===== src/rtl/mmio_pkg.sv =====
// rtl/mmio_pkg.sv - shared register map and bit positions for the display bridge
package mmio_pkg;

    localparam logic [31:0] DEFAULT_BASE_ADDR = 32'h0000_1000;

    // Word offsets (address[3:2]) inside the 16-byte window
    localparam logic [1:0] OFF_STATUS = 2'd0;
    localparam logic [1:0] OFF_DATA   = 2'd1;
    localparam logic [1:0] OFF_CTRL   = 2'd2;
    localparam logic [1:0] OFF_DROPS  = 2'd3;

    localparam int STATUS_FULL_BIT   = 0;
    localparam int STATUS_EMPTY_BIT  = 1;
    localparam int STATUS_ENABLE_BIT = 2;
    localparam int STATUS_COUNT_LSB  = 8;
    localparam int STATUS_COUNT_W    = 8;

    localparam int CTRL_ENABLE_BIT = 0;
    localparam int CTRL_FLUSH_BIT  = 1;

    localparam int DROPS_WIDTH = 16;

endpackage


===== src/rtl/mmio_display_bridge_if.sv =====
// rtl/mmio_display_bridge_if.sv - CPU data-bus window plus display drain handshake
interface mmio_display_bridge_if #(
    parameter int WIDTH = 32
);
    logic [31:0]      address;
    logic [WIDTH-1:0] write_data;
    logic             mem_write;
    logic [WIDTH-1:0] read_data;
    logic             sel;

    logic             out_valid;
    logic [WIDTH-1:0] out_data;
    logic             out_ready;
    logic             fifo_full;

    modport master (
        output address, write_data, mem_write, out_ready,
        input  read_data, sel, out_valid, out_data, fifo_full
    );

    modport slave (
        input  address, write_data, mem_write, out_ready,
        output read_data, sel, out_valid, out_data, fifo_full
    );
endinterface


===== src/rtl/mmio_display_bridge_sync_fifo.sv =====
// rtl/mmio_display_bridge_sync_fifo.sv - fall-through FIFO with flush, push accepted on full when popping
module sync_fifo #(
    parameter int DEPTH = 8,
    parameter int WIDTH = 32
) (
    input  logic                   clk,
    input  logic                   reset,
    input  logic                   push,
    input  logic                   pop,
    input  logic                   flush,
    input  logic [WIDTH-1:0]       din,
    output logic [WIDTH-1:0]       dout,
    output logic [$clog2(DEPTH):0] count,
    output logic                   full,
    output logic                   empty
);
    localparam int PW = $clog2(DEPTH);
    localparam logic [PW:0]   CNT_ONE   = 1;
    localparam logic [PW:0]   CNT_DEPTH = DEPTH[PW:0];
    localparam logic [PW-1:0] PTR_ONE   = 1;

    logic [WIDTH-1:0] mem [DEPTH];
    logic [PW-1:0]    head;
    logic [PW-1:0]    tail;
    logic             do_push;
    logic             do_pop;

    assign full    = (count == CNT_DEPTH);
    assign empty   = (count == '0);
    assign do_pop  = pop && !empty;
    // A pop in the same cycle frees the slot a push on a full FIFO needs
    assign do_push = push && (!full || do_pop);
    assign dout    = mem[head];

    always_ff @(posedge clk or negedge reset) begin
        if (!reset) begin
            head  <= '0;
            tail  <= '0;
            count <= '0;
        end else if (flush) begin
            head  <= '0;
            tail  <= '0;
            count <= '0;
        end else begin
            if (do_push) tail <= tail + PTR_ONE;
            if (do_pop)  head <= head + PTR_ONE;
            case ({do_push, do_pop})
                2'b10:   count <= count + CNT_ONE;
                2'b01:   count <= count - CNT_ONE;
                default: count <= count;
            endcase
        end
    end

    // Storage carries no reset; stale words are unreachable once pointers clear
    always_ff @(posedge clk) begin
        if (do_push && !flush) mem[tail] <= din;
    end

endmodule


===== src/rtl/mmio_display_bridge.sv =====
// rtl/mmio_display_bridge.sv - memory-mapped display FIFO window with status, control and drop counter
module mmio_display_bridge
    import mmio_pkg::*;
#(
    parameter logic [31:0] BASE_ADDR = DEFAULT_BASE_ADDR,
    parameter int          DEPTH     = 8,
    parameter int          WIDTH     = 32
) (
    input  logic                 clk,
    input  logic                 reset,
    mmio_display_bridge_if.slave bus
);
    localparam int CW = $clog2(DEPTH) + 1;
    localparam logic [DROPS_WIDTH-1:0] DROPS_ONE = 1;

    logic [1:0]             offset;
    logic                   wr_en;
    logic                   push;
    logic                   pop;
    logic                   flush;
    logic                   drop;
    logic                   enable;
    logic [DROPS_WIDTH-1:0] drops;
    logic [CW-1:0]          count;
    logic                   full;
    logic                   empty;
    logic [31:0]            reg_rdata;
    logic                   unused_addr_lsbs;

    assign bus.sel          = (bus.address[31:4] == BASE_ADDR[31:4]);
    assign offset           = bus.address[3:2];
    assign unused_addr_lsbs = ^bus.address[1:0];
    assign wr_en            = bus.mem_write && bus.sel;

    assign push  = wr_en && (offset == OFF_DATA);
    assign flush = wr_en && (offset == OFF_CTRL) && bus.write_data[CTRL_FLUSH_BIT];

    assign bus.out_valid = enable && !empty;
    assign pop           = bus.out_valid && bus.out_ready;
    assign bus.fifo_full = full;
    // Only a push that finds no slot, even counting a same-cycle pop, is a drop
    assign drop          = push && full && !pop;

    sync_fifo #(
        .DEPTH (DEPTH),
        .WIDTH (WIDTH)
    ) u_fifo (
        .clk   (clk),
        .reset (reset),
        .push  (push),
        .pop   (pop),
        .flush (flush),
        .din   (bus.write_data),
        .dout  (bus.out_data),
        .count (count),
        .full  (full),
        .empty (empty)
    );

    always_ff @(posedge clk or negedge reset) begin
        if (!reset) begin
            enable <= 1'b0;
        end else if (wr_en && (offset == OFF_CTRL)) begin
            enable <= bus.write_data[CTRL_ENABLE_BIT];
        end
    end

    always_ff @(posedge clk or negedge reset) begin
        if (!reset) begin
            drops <= '0;
        end else if (wr_en && (offset == OFF_DROPS)) begin
            drops <= '0;
        end else if (drop && (drops != '1)) begin
            drops <= drops + DROPS_ONE;
        end
    end

    always_comb begin
        reg_rdata = '0;
        if (bus.sel) begin
            case (offset)
                OFF_STATUS: begin
                    reg_rdata[STATUS_FULL_BIT]   = full;
                    reg_rdata[STATUS_EMPTY_BIT]  = empty;
                    reg_rdata[STATUS_ENABLE_BIT] = enable;
                    reg_rdata[STATUS_COUNT_LSB +: STATUS_COUNT_W] = STATUS_COUNT_W'(count);
                end
                OFF_CTRL:  reg_rdata[CTRL_ENABLE_BIT]   = enable;
                OFF_DROPS: reg_rdata[DROPS_WIDTH-1:0]   = drops;
                default:   reg_rdata = '0;
            endcase
        end
    end

    assign bus.read_data = WIDTH'(reg_rdata);

endmodule


===== src/flat_wrapper.sv =====
// flat-port wrapper written by rule: the top's interface ports become plain ports
module mmio_display_bridge_flat import mmio_pkg::*;
#(
    parameter logic [31:0] BASE_ADDR = DEFAULT_BASE_ADDR,
    parameter int          DEPTH     = 8,
    parameter int          WIDTH     = 32
)
  (clk, reset, bus_address, bus_write_data, bus_mem_write, bus_out_ready, bus_read_data, bus_sel, bus_out_valid, bus_out_data, bus_fifo_full);
  mmio_display_bridge_if #(.WIDTH(WIDTH)) bus_i ();
  input  logic clk;
  input  logic reset;
  input wire logic [$bits(bus_i.address)-1:0] bus_address;
  input wire logic [$bits(bus_i.write_data)-1:0] bus_write_data;
  input wire logic [$bits(bus_i.mem_write)-1:0] bus_mem_write;
  input wire logic [$bits(bus_i.out_ready)-1:0] bus_out_ready;
  output wire logic [$bits(bus_i.read_data)-1:0] bus_read_data;
  output wire logic [$bits(bus_i.sel)-1:0] bus_sel;
  output wire logic [$bits(bus_i.out_valid)-1:0] bus_out_valid;
  output wire logic [$bits(bus_i.out_data)-1:0] bus_out_data;
  output wire logic [$bits(bus_i.fifo_full)-1:0] bus_fifo_full;
  assign bus_i.address = bus_address;
  assign bus_i.write_data = bus_write_data;
  assign bus_i.mem_write = bus_mem_write;
  assign bus_i.out_ready = bus_out_ready;
  assign bus_read_data = bus_i.read_data;
  assign bus_sel = bus_i.sel;
  assign bus_out_valid = bus_i.out_valid;
  assign bus_out_data = bus_i.out_data;
  assign bus_fifo_full = bus_i.fifo_full;
  mmio_display_bridge #(.BASE_ADDR(BASE_ADDR), .DEPTH(DEPTH), .WIDTH(WIDTH)) u_core (.clk(clk), .reset(reset), .bus(bus_i));
endmodule

===== config.mk =====
export PLATFORM = sky130hd
export DESIGN_NAME = mmio_display_bridge_flat
export DESIGN_NICKNAME = d
export VERILOG_FILES = /design/src/rtl/mmio_pkg.sv /design/src/rtl/mmio_display_bridge_if.sv /design/src/rtl/mmio_display_bridge_sync_fifo.sv /design/src/rtl/mmio_display_bridge.sv /design/src/flat_wrapper.sv
export SDC_FILE = /design/constraint.sdc
export NUM_CORES = 1
export LEC_CHECK = 0
export CAP_MARGIN = 10
export CELL_PAD_IN_SITES_DETAIL_PLACEMENT = 1
export CELL_PAD_IN_SITES_GLOBAL_PLACEMENT = 1
export CORE_MARGIN = 2
export CORE_UTILIZATION = 35
export DETAILED_ROUTE_END_ITERATION = 10
export PLACE_DENSITY_LB_ADDON = 0.25
export REMOVE_ABC_BUFFERS = 1
export SYNTH_ARGS = -nofsm -noshare
export SYNTH_HDL_FRONTEND = slang
export SYNTH_SLANG_ARGS = --single-unit

===== constraint.sdc =====
create_clock -name clk -period 5.6 [get_ports clk]
set_input_delay 1.12 -clock clk [delete_from_list [all_inputs] [get_ports clk]]
set_output_delay 1.12 -clock clk [all_outputs]
set_load 0.01 [all_outputs]

# Yosys cells after proc, flatten, opt, wreduce, memory -nomap -nowiden

Memories as Yosys holds them, arrays and structs flattened.
Cells that the tools add are included.

Input bits: 68
Logic and storage cells: 58
Memory bits (writable): 256
Memories: 1
Register bits after elaboration: 27

Memory list:

| memory            | words | bits a word | rd ports | clocked after Yosys merged registers in | write ports | line                                | text |
|---|---|---|---|---|---|---|---|
| u_core.u_fifo.mem | 8     | 32          | 1        | 0                                       | 1           | mmio_display_bridge_sync_fifo.sv:22 | `logic [WIDTH-1:0] mem [DEPTH];` |

$add $sub $neg: 5
Reduce and logical (&&, ||, !) cells: 24
Muxes and demuxes: 15
Eq/ne operators: 8

Operators with widths:

| kind                                                                   | number |
|---|---|
| 16-bit 2-to-1 mux                                                      | 3 |
| 28-bit by 9-bit equality test with 1-bit output, second input constant | 1 |
| 16-bit by 1-bit adder with 16-bit output, second input constant        | 1 |
| 16-bit != test, second input constant                                  | 1 |
| 8-bit case mux with 2 select lines                                     | 1 |
| 1-bit logical AND                                                      | 13 |
| 3-bit 2-to-1 mux                                                       | 4 |
| 4-bit case mux with 2 select lines                                     | 1 |
| 3-bit by 1-bit adder with 3-bit output, second input constant          | 2 |
| 2-bit equality test, second input constant                             | 3 |
| 2-bit nonzero test                                                     | 3 |
| 5-bit 2-to-1 mux                                                       | 1 |
| 4-bit by 1-bit adder with 4-bit output, second input constant          | 1 |
| 2-bit by 1-bit equality test with 1-bit output, second input constant  | 2 |
| 4-bit equality test, second input constant                             | 1 |
| 1-bit logical NOT                                                      | 4 |
| 4-bit logical NOT                                                      | 1 |
| 4-bit 2-to-1 mux                                                       | 1 |
| 2-bit case mux with 2 select lines                                     | 1 |
| 4-bit by 1-bit subtractor with 4-bit output, second input constant     | 1 |
| 1-bit case mux with 3 select lines                                     | 1 |
| 3-bit nonzero test                                                     | 1 |
| 2-bit logical NOT                                                      | 1 |
| 1-bit 2-to-1 mux                                                       | 2 |
| 1-bit logical OR                                                       | 1 |

# Depth between registers and ports, before layout

Depth in word-level cells: 10
Depth in mapped cells: 14

# Modules after synthesis

From an unflattened synthesis, not the netlist that was laid out.

Cell total of the unflattened synthesis: 633
Area total of the unflattened synthesis: 12050.3 um^2

Modules (own cells, without submodules):

| module              | area each (um^2) | times used | cells an instance |
|---|---|---|---|
| sync_fifo           | 10508.8          | 1          | 448 |
| mmio_display_bridge | 1541.5           | 1          | 185 |

# Worst setup path before layout

OpenSTA, ideal clock, no wires.

Path kind: in2reg
Start point: in bus_address[13]
End point: mem u_core.u_fifo.mem[0][0] (enable)
Path buffers: 0
Path slack: 903 ps
Required time: 5139 ps
Data arrival time: 4236 ps
Cell stages on the path: 6
Library setup time: 461 ps
Cells stage by stage: nor4b_1 -> and4_1 -> nand2_1 -> inv_1 -> nand4b_1 -> nor3_1

Longest elaborated chain between the ends: 8

RTL lines:

| what                                                | line                                | text |
|---|---|---|
| from (decl)                                         | flat_wrapper.sv:12                  | `input wire logic [$bits(bus_i.address)-1:0] bus_address;` |
| 28-bit by 9-bit equality test with 1-bit output (*) | mmio_display_bridge.sv:30           | `assign bus.sel = (bus.address[31:4] == BASE_ADDR[31:4]);` |
| 1-bit logical AND (*)                               | mmio_display_bridge.sv:33           | `assign wr_en = bus.mem_write && bus.sel;` |
| 1-bit logical AND (2 in series)                     | mmio_display_bridge.sv:36           | `assign flush = wr_en && (offset == OFF_CTRL) && bus.write_data[CTRL_FLUSH_BIT];` |
| 1-bit logical NOT                                   | mmio_display_bridge_sync_fifo.sv:57 | `if (do_push && !flush) mem[tail] <= din;` |
| 1-bit logical AND (*)                               | mmio_display_bridge_sync_fifo.sv:57 |  |
| 1-bit 2-to-1 mux (*)                                | mmio_display_bridge_sync_fifo.sv:57 |  |
| 1-bit 2-to-1 mux (implied by the code) (*)          | mmio_display_bridge_sync_fifo.sv:57 |  |
| to (decl)                                           | mmio_display_bridge_sync_fifo.sv:22 |  |

Every way passes the cells marked *; elsewhere a longest branch is shown, timed or not.

# Worst setup path after layout

Start point: reg u_core.u_fifo.head[0]
End point: out bus_out_data[16]

Longest elaborated chain between the ends: 1

RTL lines:

| what                   | line                                | text |
|---|---|---|
| from (decl)            | mmio_display_bridge_sync_fifo.sv:23 | `logic [PW-1:0] head;` |
| from (signal assigned) | mmio_display_bridge_sync_fifo.sv:46 | `if (do_pop) head <= head + PTR_ONE;` |
| memory read 8 x 32 bit | --                                  |  |
| to (decl)              | flat_wrapper.sv:19                  | `output wire logic [$bits(bus_i.out_data)-1:0] bus_out_data;` |

Every way passes these cells.

==> metrics.cfg <==
[grt]
grt_overflow=0
first_global_vias=6897
track_usage_pct=15.62
grt_antenna_before_repair=1
grt_pass1_wl_um=40650
grt_max_degree=39

[yosys]
syn_area_per_cell_um2=19.10
async_flop_share_pct=9.541
synth.top_cells.by_area=edfxtp_1 (66%), mux4_2 (12%), dfrtp_1 (5.8%)
syn_area_mm2=0.01161
synth_top_area_cell=edfxtp_1
synth_ff_type=edfxtp_1
syn-instance-count=608
synth_edf_count=256
yosysSeqAreaShare_pct=72.03
synth.distinct_cells=42
synth-seq-cells=283
yosysWarnings=0
synth_top_area_share_pct=66.21

[floorplanning]
io_pins=135
dieHeight_um=186.1
die_area_mm2=0.03464
start_util_pct=35.59
die_w_um=186.1
core.rowCount=66
core_area_mm2=0.03262

[pwr]
intPower_mw=3.546
peakVddDrop_v=0.0002500
p_per_area_mw_per_mm2=306.8
seqPwrFrac_pct=52.5
switching_share_pct=19.15
p_sw_uw=839.6
clockPowerShare_pct=45.5
p_leak_nw=4.599
comb_power_share_pct=2.0

[sta]
finClkSkew_ps=15.80
finalSetupViolations=0
setup_tns_ps=0
tightest_slew_ps=1132
timing.fmax_ghz=0.2258
rsz0062_at_grt=false
drv_slew=0
relSlewSlack_pct=24.52
hold_viol=0
final.min_clock_period_ps=4429
final.period_utilization_pct=79.08
hold_slack_ps=571.7

[setup_path]
startpoint_type=flop
reg2reg_depth=5
r2r_slack_ps=2540
path_class=flop to output pin
crit_fanout=38
crit_arrival_ps=3310
crit_path_end=bus_out_data[16]
r2r_end=u_core.u_fifo.mem[2][6]
r2r-start=u_core.u_fifo.count[1]
critPathRequiredTime_ps=4480
crit_start=u_core.u_fifo.head[0]
worstSetupEndpointType=output pin

[place]
place.gp.congestion=0.7749
hpwl_um=15150
io_buffers=116

[clock_network]
cts_root_buffer=clkbuf_16
cts_tree=built
clk-insertion-delay-late_ps=550
cts_buffer_depth=3
cts.sinks=283
htreeDepth=1
hold_buffers=0
postCtsResizedCells=0
cts_made_buffers=31
post_cts_buffers=0
clkTransAtPathRegs_ps=60

[flow_run]
drv_cap=0

[routing]
vias=6191
totalWireLength_um=26400
drt_iter0_markers=381
wl_per_cell_um=21.91
drt-pass1-iter-count=4
ant_nets=0
drc=0
vias_per_cell=5.138

[cells_and_area]
nets=819
final_cell_mix=edfxtp_1 (256), clkdlybuf4s50_1 (116), mux4_2 (64)
drive_gt1_share_pct=22.15
layout.cells.most_common=edfxtp_1
n_antenna_cell=0
syn_to_final_growth_pct=23.14

[hold_path]
hold_class=flop to flop
hold_start=u_core.u_fifo.tail[0]

[run_status]
outcome=complete, no violations

==> metal layers <==
metal,vias up,track usage (%),share of wire [%]
met5,-,0,0.034
met1,3226,20.82,44
li1,2736,-,-
met4,2,4.126,2.2
met3,50,2.823,5.1
met2,177,26.51,49
==> how the worst min path moves through the flow <==
stage	endpoint	slack, ps	depth (start not counted)
final	u_core.u_fifo.tail[0]	570	1
after global placement	u_core.u_fifo.tail[0]	520	1
after detailed placement	u_core.u_fifo.tail[0]	550	1
after global routing	u_core.u_fifo.tail[0]	610	1
after floorplan	u_core.u_fifo.tail[0]	510	1
after CTS	u_core.u_fifo.tail[0]	570	1
==> registers in the layout, indices dropped and copies added, names as in the netlist <==
| name | cells |
|---|---|
| u_core.u_fifo.mem | 256 |
| u_core.u_fifo.tail | 3 |
| u_core.u_fifo.count | 4 |
| u_core.enable | 1 |
| u_core.u_fifo.head | 3 |
| u_core.drops | 16 |
==> final cells by class <==
class | count | area (um^2)
Clock inverter | 17 | 195.2
Sequential cell | 283 | 8369
Tap cell | 442 | 553.0
Inverter | 5 | 18.77
Timing Repair Buffer | 132 | 1281
Fill cell | 3131 | 18320
Clock buffer | 39 | 805.8
Multi-Input combinational cell | 287 | 3073
==> stage by stage <==
step                      setup WS (ps)  total power [mW]  std cells  util (%)  instance area, um^2
after floorplan                   288.5             2.359        575         -                11400
after global placement             1229             2.428       1149     40.76                13300
after detailed placement           1078             2.434       1149     40.76                13300
after CTS                          1034             4.440       1205     43.83                14300
after global routing              932.6             4.520       1205     43.83                14300
final                              1171             4.385       1205     43.83                14300
==> power groups by stage <==
stage	combinational [mW]	clock [mW]	sequential (mW)
3_5_place_dp	0.0881	0	2.35
6_report	0.0881	1.99	2.30
4_1_cts	0.0886	2.05	2.30
5_1_grt	0.0971	2.12	2.30
3_3_place_gp	0.0814	0	2.35
2_1_floorplan	0.0117	0	2.35
==> cells in the mapped netlist, drive strengths merged (3+ instances only) <==
master / number
inv: 5
nor3: 10
buf: 27
a21oi: 19
clkbuf: 21
and3: 17
nand2b: 3
or4: 13
dfrtp: 27
or3: 4
o21ai: 6
ha: 11
xor2: 4
o31ai: 13
nand2: 12
nor4: 7
xnor2: 3
nand3: 8
mux4: 64
nand4: 4
nor2: 18
mux2: 33
edfxtp: 256
a22oi: 6
==> logic make-up after synthesis <==
family          synth area share [%]
flops                          72.03
xor+xnor                      0.5281
fa+ha+maj                      1.185
other cells                  0.03230
buf+inv                        2.457
mux                            15.79
simple gates                   5.033
compound gates                 2.942
==> critical path, stage by stage, from the launching register on <==
cell             delay, ps
dfrtp_4                950
buf_4                  460
mux4_2                 560
mux2_2                 300
clkdlybuf4s50_1        490
(Power assumes the default switching activity.)
